### config.mk
export PLATFORM = sky130hd
export DESIGN_NAME = cnn_input_loader
export DESIGN_NICKNAME = d
export VERILOG_FILES = /design/src/rtl/cnn_input_loader.sv
export SDC_FILE = /design/constraint.sdc
export NUM_CORES = 1
export LEC_CHECK = 0
export ABC_CLOCK_PERIOD_IN_PS = 2800
export CAP_MARGIN = 15
export CORE_AREA = 4 4 244 246
export DETAILED_ROUTE_END_ITERATION = 10
export DIE_AREA = 0 0 248 250
export PLACE_DENSITY = 0.7
export SLEW_MARGIN = 20
export SYNTH_ARGS = -nofsm -noshare
export SYNTH_HDL_FRONTEND = slang
export SYNTH_SLANG_ARGS = --single-unit
### constraint.sdc
create_clock -name clk -period 2.8 [get_ports clk]
set_input_delay 0.84 -clock clk [delete_from_list [all_inputs] [get_ports clk]]
set_output_delay 0.84 -clock clk [all_outputs]
set_load 0.05 [all_outputs]
### src/rtl/cnn_input_loader.sv
// Front-end for the conv/maxpool accelerator: gathers one ifmap frame and one
// kernel over valid/ready streams, then holds them stable while the accelerator runs.
module cnn_input_loader #(
   parameter int IFMAP_HEIGHT  = 8,
   parameter int IFMAP_WIDTH   = 8,
   parameter int KERNEL_HEIGHT = 3,
   parameter int KERNEL_WIDTH  = 3,
   parameter int DATA_WIDTH    = 8
) (
   input  logic                         clk,
   input  logic                         reset,
   input  logic                         px_valid,
   output logic                         px_ready,
   input  logic [DATA_WIDTH-1:0]        px_data,
   input  logic                         px_last,
   input  logic                         w_valid,
   output logic                         w_ready,
   input  logic signed [DATA_WIDTH-1:0] w_data,
   output logic [DATA_WIDTH-1:0]        ifmap_out   [0:IFMAP_HEIGHT-1][0:IFMAP_WIDTH-1],
   output logic signed [DATA_WIDTH-1:0] weights_out [0:KERNEL_HEIGHT-1][0:KERNEL_WIDTH-1],
   output logic                         acc_en,
   input  logic                         acc_done,
   output logic                         busy,
   output logic                         frame_err,
   output logic [15:0]                  frame_cnt
);

   localparam int PX_N  = IFMAP_HEIGHT * IFMAP_WIDTH;
   localparam int W_N   = KERNEL_HEIGHT * KERNEL_WIDTH;
   localparam int PX_CW = $clog2(PX_N + 1);
   localparam int W_CW  = $clog2(W_N + 1);
   localparam int PX_IW = $clog2(PX_N);
   localparam int W_IW  = $clog2(W_N);

   localparam logic [PX_CW-1:0] PX_FULL = PX_CW'(PX_N);
   localparam logic [PX_CW-1:0] PX_LAST = PX_CW'(PX_N - 1);
   localparam logic [W_CW-1:0]  W_FULL  = W_CW'(W_N);

   typedef enum logic [1:0] {
      ST_LOAD,
      ST_RUN,
      ST_RELEASE
   } state_t;

   state_t                        r_state;
   logic [PX_CW-1:0]              r_px_cnt;
   logic [W_CW-1:0]               r_w_cnt;
   logic                          r_px_ready;
   logic                          r_w_ready;
   logic                          r_acc_en;
   logic                          r_busy;
   logic                          r_frame_err;
   logic [15:0]                   r_frame_cnt;
   logic [DATA_WIDTH-1:0]         r_ifmap  [0:PX_N-1];
   logic signed [DATA_WIDTH-1:0]  r_kernel [0:W_N-1];

   logic                          w_px_fire;
   logic                          w_w_fire;
   logic                          w_frame_bad;
   logic [PX_CW-1:0]              w_px_cnt_nxt;
   logic [W_CW-1:0]               w_w_cnt_nxt;
   logic                          w_px_full_nxt;
   logic                          w_w_full_nxt;

   assign w_px_fire   = px_valid & r_px_ready;
   assign w_w_fire    = w_valid & r_w_ready;
   // A frame is well formed only if px_last marks exactly the final raster index.
   assign w_frame_bad = w_px_fire & (px_last != (r_px_cnt == PX_LAST));

   always_comb begin
      // NOTE: every output gets a default first, so no path can leave it unassigned and infer a latch.
      w_px_cnt_nxt = r_px_cnt;
      w_w_cnt_nxt  = r_w_cnt;
      if (w_px_fire) begin
         w_px_cnt_nxt = w_frame_bad ? '0 : r_px_cnt + PX_CW'(1);
      end
      if (w_w_fire) begin
         w_w_cnt_nxt = r_w_cnt + W_CW'(1);
      end
   end

   assign w_px_full_nxt = (w_px_cnt_nxt == PX_FULL);
   assign w_w_full_nxt  = (w_w_cnt_nxt == W_FULL);

   // NOTE: the buffers sit on the async reset because they must read back as zero out of reset.
   always_ff @(posedge clk or negedge reset) begin
      if (!reset) begin
         for (int i = 0; i < PX_N; i++) r_ifmap[i]  <= '0;
         for (int i = 0; i < W_N; i++)  r_kernel[i] <= '0;
      end else begin
         if (w_px_fire) r_ifmap[r_px_cnt[PX_IW-1:0]] <= px_data;
         if (w_w_fire)  r_kernel[r_w_cnt[W_IW-1:0]]  <= w_data;
      end
   end

   // NOTE: state registers use non-blocking assignments so every flop samples pre-edge values.
   always_ff @(posedge clk or negedge reset) begin
      if (!reset) begin
         r_state     <= ST_LOAD;
         r_px_cnt    <= '0;
         r_w_cnt     <= '0;
         r_px_ready  <= 1'b0;
         r_w_ready   <= 1'b0;
         r_acc_en    <= 1'b0;
         r_busy      <= 1'b0;
         r_frame_err <= 1'b0;
         r_frame_cnt <= '0;
      end else begin
         r_frame_err <= 1'b0;
         case (r_state)
            ST_LOAD: begin
               r_px_cnt    <= w_px_cnt_nxt;
               r_w_cnt     <= w_w_cnt_nxt;
               r_frame_err <= w_frame_bad;
               if (w_px_full_nxt && w_w_full_nxt) begin
                  r_state    <= ST_RUN;
                  r_acc_en   <= 1'b1;
                  r_busy     <= 1'b1;
                  r_px_ready <= 1'b0;
                  r_w_ready  <= 1'b0;
               end else begin
                  r_px_ready <= ~w_px_full_nxt;
                  r_w_ready  <= ~w_w_full_nxt;
               end
            end
            ST_RUN: begin
               if (acc_done) begin
                  r_state     <= ST_RELEASE;
                  r_acc_en    <= 1'b0;
                  r_frame_cnt <= r_frame_cnt + 16'd1;
               end
            end
            ST_RELEASE: begin
               // Wait for done to drop so a level-style done is not counted twice.
               if (!acc_done) begin
                  r_state    <= ST_LOAD;
                  r_busy     <= 1'b0;
                  r_px_cnt   <= '0;
                  r_w_cnt    <= '0;
                  r_px_ready <= 1'b1;
                  r_w_ready  <= 1'b1;
               end
            end
            default: begin
               r_state    <= ST_LOAD;
               r_acc_en   <= 1'b0;
               r_busy     <= 1'b0;
               r_px_ready <= 1'b0;
               r_w_ready  <= 1'b0;
            end
         endcase
      end
   end

   assign px_ready  = r_px_ready;
   assign w_ready   = r_w_ready;
   assign acc_en    = r_acc_en;
   assign busy      = r_busy;
   assign frame_err = r_frame_err;
   assign frame_cnt = r_frame_cnt;

   for (genvar gr = 0; gr < IFMAP_HEIGHT; gr++) begin : g_px_row
      for (genvar gc = 0; gc < IFMAP_WIDTH; gc++) begin : g_px_col
         assign ifmap_out[gr][gc] = r_ifmap[gr*IFMAP_WIDTH + gc];
      end
   end

   for (genvar gr = 0; gr < KERNEL_HEIGHT; gr++) begin : g_w_row
      for (genvar gc = 0; gc < KERNEL_WIDTH; gc++) begin : g_w_col
         assign weights_out[gr][gc] = r_kernel[gr*KERNEL_WIDTH + gc];
      end
   end

endmodule

After elaboration in Yosys (flattened, before gate mapping)
Cells that the tools add are included.

Register bits after elaboration: 618. Input port bits: 22. Logic and storage cells: 146.

Add/sub/neg operators: 3. Magnitude comparators: 4. Equal/unequal tests: 9. Multiplexer cells: 28. Bitwise logic cells: 9. Reduce and logical (&&, ||, !) cells: 11.

Operators by type and width (count): $bwmux W512 (1); $bwmux W72 (1); $demux W8 S6 (1); $demux W8 S4 (1); $mux W7 (3); $add A16 B1 Y16 const B (1); $mux W8 (2); $pmux W7 S2 (1); $pmux W1 S3 (4); $reduce_and A3 Y1 (3); $mux W4 (2); $pmux W4 S2 (1); $add A7 B1 Y7 const B (1); $eq A7 B6 Y1 const B (1); $eq A7 B7 Y1 const B (1); $ge A7 B7 Y1 const B (1); $lt A7 B1 Y1 const B (1); $mux W1 (7); $not A6 Y7 (1); $mux W2 (3); $ne A2 B2 Y1 const B (3); $pmux W2 S3 (1); $reduce_and A2 Y1 (3); $ge A5 B5 Y1 const B (1); other kinds (12) (19).

Depth between registers and ports, before layout
Depth in word-level cells: 9. Depth in mapped cells: 7.

Worst setup path before layout
Ideal clock, no wire load.

Kind: in2reg. Start: input px_valid. End: register r_ifmap (netlist bit ifmap_out[136]). Arrival: 2089 ps. Required time: 2675 ps. Slack: 587 ps. Stages: 5. Buffers on the path: 0. Path through: nand2_2 nor2_2 nand3_2 nor2_2 mux2_2.

Longest elaborated chain between the ends: 1.

RTL lines: start, declared (RTL line 12) `input logic px_valid,`; $and A1 B1 Y1 (RTL line 65) `assign w_px_fire = px_valid & r_px_ready;`; end signal, assigned by index (RTL line 91) `if (w_px_fire) r_ifmap[r_px_cnt[PX_IW-1:0]] <= px_data;`; end, declared (RTL line 54) `logic [DATA_WIDTH-1:0] r_ifmap [0:PX_N-1];`.

Every way passes these cells. A chain may end at the register's enable or synchronous reset.

Final worst setup path
Start: register r_frame_cnt[8], in the netlist frame_cnt[8]. End: output frame_cnt[8].

RTL lines: start, declared (RTL line 53) `logic [15:0] r_frame_cnt;`; start signal, assigned (RTL line 130) `r_frame_cnt <= r_frame_cnt + 16'd1;`; end, declared (RTL line 25) `output logic [15:0] frame_cnt`.

No word-level cell between the ends.

==> results_dict.tcl <==
set metrics [dict create \
    status "finished clean" \
    netlist_top_cells_area "dfrtp_1, mux2_2, nor2_2" \
    fin_crit_sh_pct 97.7 \
    relSlewSlack_pct 31.7 \
    die_h_um 250 \
    antenna_found_initial 1 \
    finalMaxSlewViolations 0 \
    numCtsBuffers 66 \
    cp_data_arrival_time_ps 1900 \
    hold_viol 0 \
    dr_total_vias 15900 \
    async_flop_share_pct 100 \
    rsz0062_at_grt "no" \
    grt_usage_pct 24.4 \
    grt_max_degree 75 \
    core_area_mm2 0.0574 \
    end_kind "output port" \
    hold_ws_ps 211 \
    synth_flop_cell "dfrtp_1" \
    synth_cell_types 59 \
    path_class "reg2out" \
    cts_setup_buffers 0 \
    postCtsHoldBufs 0 \
    fmax_mhz 365 \
    routed_wl_um 76300 \
    cts.htree.levels 3 \
    cts_resized 1 \
    ys_warn_count 0 \
    critical-path-top-delay-family "buffers and inverters" \
    drc 0 \
    post-place-ws_ps -195 \
    io_buffer_count 626 \
    die_w_um 248 \
    via_per_inst 5.18 \
    layoutNonFillerInstCount 3061 \
    place_inst 2944 \
    drive_above_1_share_pct 38.0 \
    synth_seq_cells 618 \
    multiInputGateArea_mm2 0.00821 \
    critPathLaunchType "register" \
    hold_path.class "in2async" \
    io-pin-count 627 \
    r2r_slack_ps 400 \
    reg2reg_to "px_ready" \
    worstPathCellList "clkdlybuf4s50_1" \
    crit_slowest_cell "clkdlybuf4s50_1" \
    r2r_cells 6 \
    fin_setup_tns_ps 0 \
    cts_sinks 618 \
    insertion_delay_ps 580 \
    required_ps 1960 \
    rows 88 \
    grt_pass1_vias 17100 \
    detail-route-antenna-nets 0 \
    cts_tree "yes" \
    synth_top_area_cell "dfrtp_1" \
    clkSlewWorstSetupHoldPaths_ps 60 \
    gp_congestion 0.818 \
    layout_setup_ws_ps 63.1 \
    synthCells 1533 \
    wl_per_cell_um 24.9 \
    syn_nets 1561 \
    worstMarginPinSlew_ps 1020 \
    first_iter_violations 605 \
    num-fill-cells 4467 \
    period_needed_ps 2740 \
    floorplan.initialDensity_pct 41.9 \
    reg2reg_from "r_px_cnt[0]" \
    die-area_mm2 0.0620 \
    synth_top_cell_area_share_pct 64.4 \
    cts_buffer_depth 3 \
    synth-seq-area-share_pct 64.4 \
    synth-edff-count 0 \
    critPathMaxStageDelay_ps 880 \
    gr-total-overflow 0 \
    peakVddDrop_mv 0.836 \
    hpwl_um 52800 \
    grt_pass1_wl_um 113000 \
    worst-path-max-fanout 6 \
    ff_latch_area_mm2 0.0155 \
    clock-root-buffer "clkbuf_16" \
    clock_skew_ps 25.6 \
    powerDensity_mw_per_mm2 869 \
    synth_area_mm2 0.0240 \
    nets 2275 \
    setup_viol 0 \
    avgSynthCellArea_um2 15.7 \
    first_pass_iters 4 \
    leakage_nw 16.0 \
    drv_cap 0 \
    final_cell_mix "dfrtp_1, clkdlybuf4s50_1, mux2_2" \
    syn_to_final_growth_pct 43.5 \
    path_buf_inv 1 \
    final_common_cell "dfrtp_1" \
]
metrics by stage:
step                power (W)  area (µm²)  util [%]
floorplan              0.0174       24000         -
global placement       0.0212       32300      56.3
detailed placement     0.0213       32300      56.3
CTS                    0.0303       34500      60.1
global route           0.0311       34500      60.1
finish                 0.0300       34500      60.1
flip-flops by register name, indices dropped and copies added (netlist names), 2 cells and up:
register and cells:
ifmap_out 512, r_px_cnt 7, r_state 2, frame_cnt 16, weights_out 72, r_w_cnt 4
power breakdown:
group          internal [W]  switching (W)  leakage, nW  total [W]
Clock               0.00531        0.00353         1.10    0.00884
Combinational       0.00345        0.00661         6.56     0.0101
Sequential           0.0103       0.000803         8.36     0.0111
Total                0.0190         0.0109         16.0     0.0300
area by class of cell:
type / instances / share of cell area (%)
Clock inverter: 23 / 0.751
Clock buffer: 93 / 5.64
Multi-Input combinational cell: 829 / 23.8
Inverter: 5 / 0.0544
Timing Repair Buffer: 727 / 22.1
Tap cell: 765 / 2.78
Sequential cell: 618 / 44.9
Antenna cell: 1 / 0.00726
synthesized netlist by cell type (all sizes together), types with 6 or more instances:
| cell type | count |
|---|---|
| mux2 | 586 |
| buf | 22 |
| nor3 | 7 |
| clkbuf | 59 |
| xnor2 | 13 |
| nand2b | 6 |
| nand4 | 6 |
| dfrtp | 618 |
| nand3 | 16 |
| and3 | 8 |
| o21ai | 13 |
| nand2 | 53 |
| ha | 6 |
| nor2 | 53 |
worst reg2reg max path: stages (launching register included):
cell and delay (ps):
dfrtp_1 520, ha_1 320, nand3_4 130, or4_4 540, a32oi_1 300, o2111ai_2 250, o21a_1 250
how the worst max path moves through the flow:
stage / from / end / slack [ps] / cells after the start
floorplan: px_valid / ifmap_out[136] / 590 / 5
global placement: px_valid / ifmap_out[449] / -140 / 6
detailed placement: px_valid / ifmap_out[450] / -190 / 6
CTS: frame_cnt[0] / frame_cnt[0] / 20 / 1
global route: frame_cnt[8] / frame_cnt[8] / 0.1 / 1
finish: frame_cnt[8] / frame_cnt[8] / 60 / 1
layer usage:
layer	wire length, µm	track usage, %
met5	10	0
met4	2990	9.78
met3	4920	5.97
met2	38800	41.8
met1	29600	29.5
kinds of logic after synthesis:
logic type	after synthesis	synth area share, %
flip-flops	618	64.4
adder cells (fa/ha/maj)	6	0.312
buffers and inverters	86	1.47
multiplexers	586	27.5
XOR/XNOR	18	0.656
AO/OA/AOI/OAI	42	1.27
AND/OR/NAND/NOR	177	4.47
No activity file was read; power rests on OpenSTA's default activity.
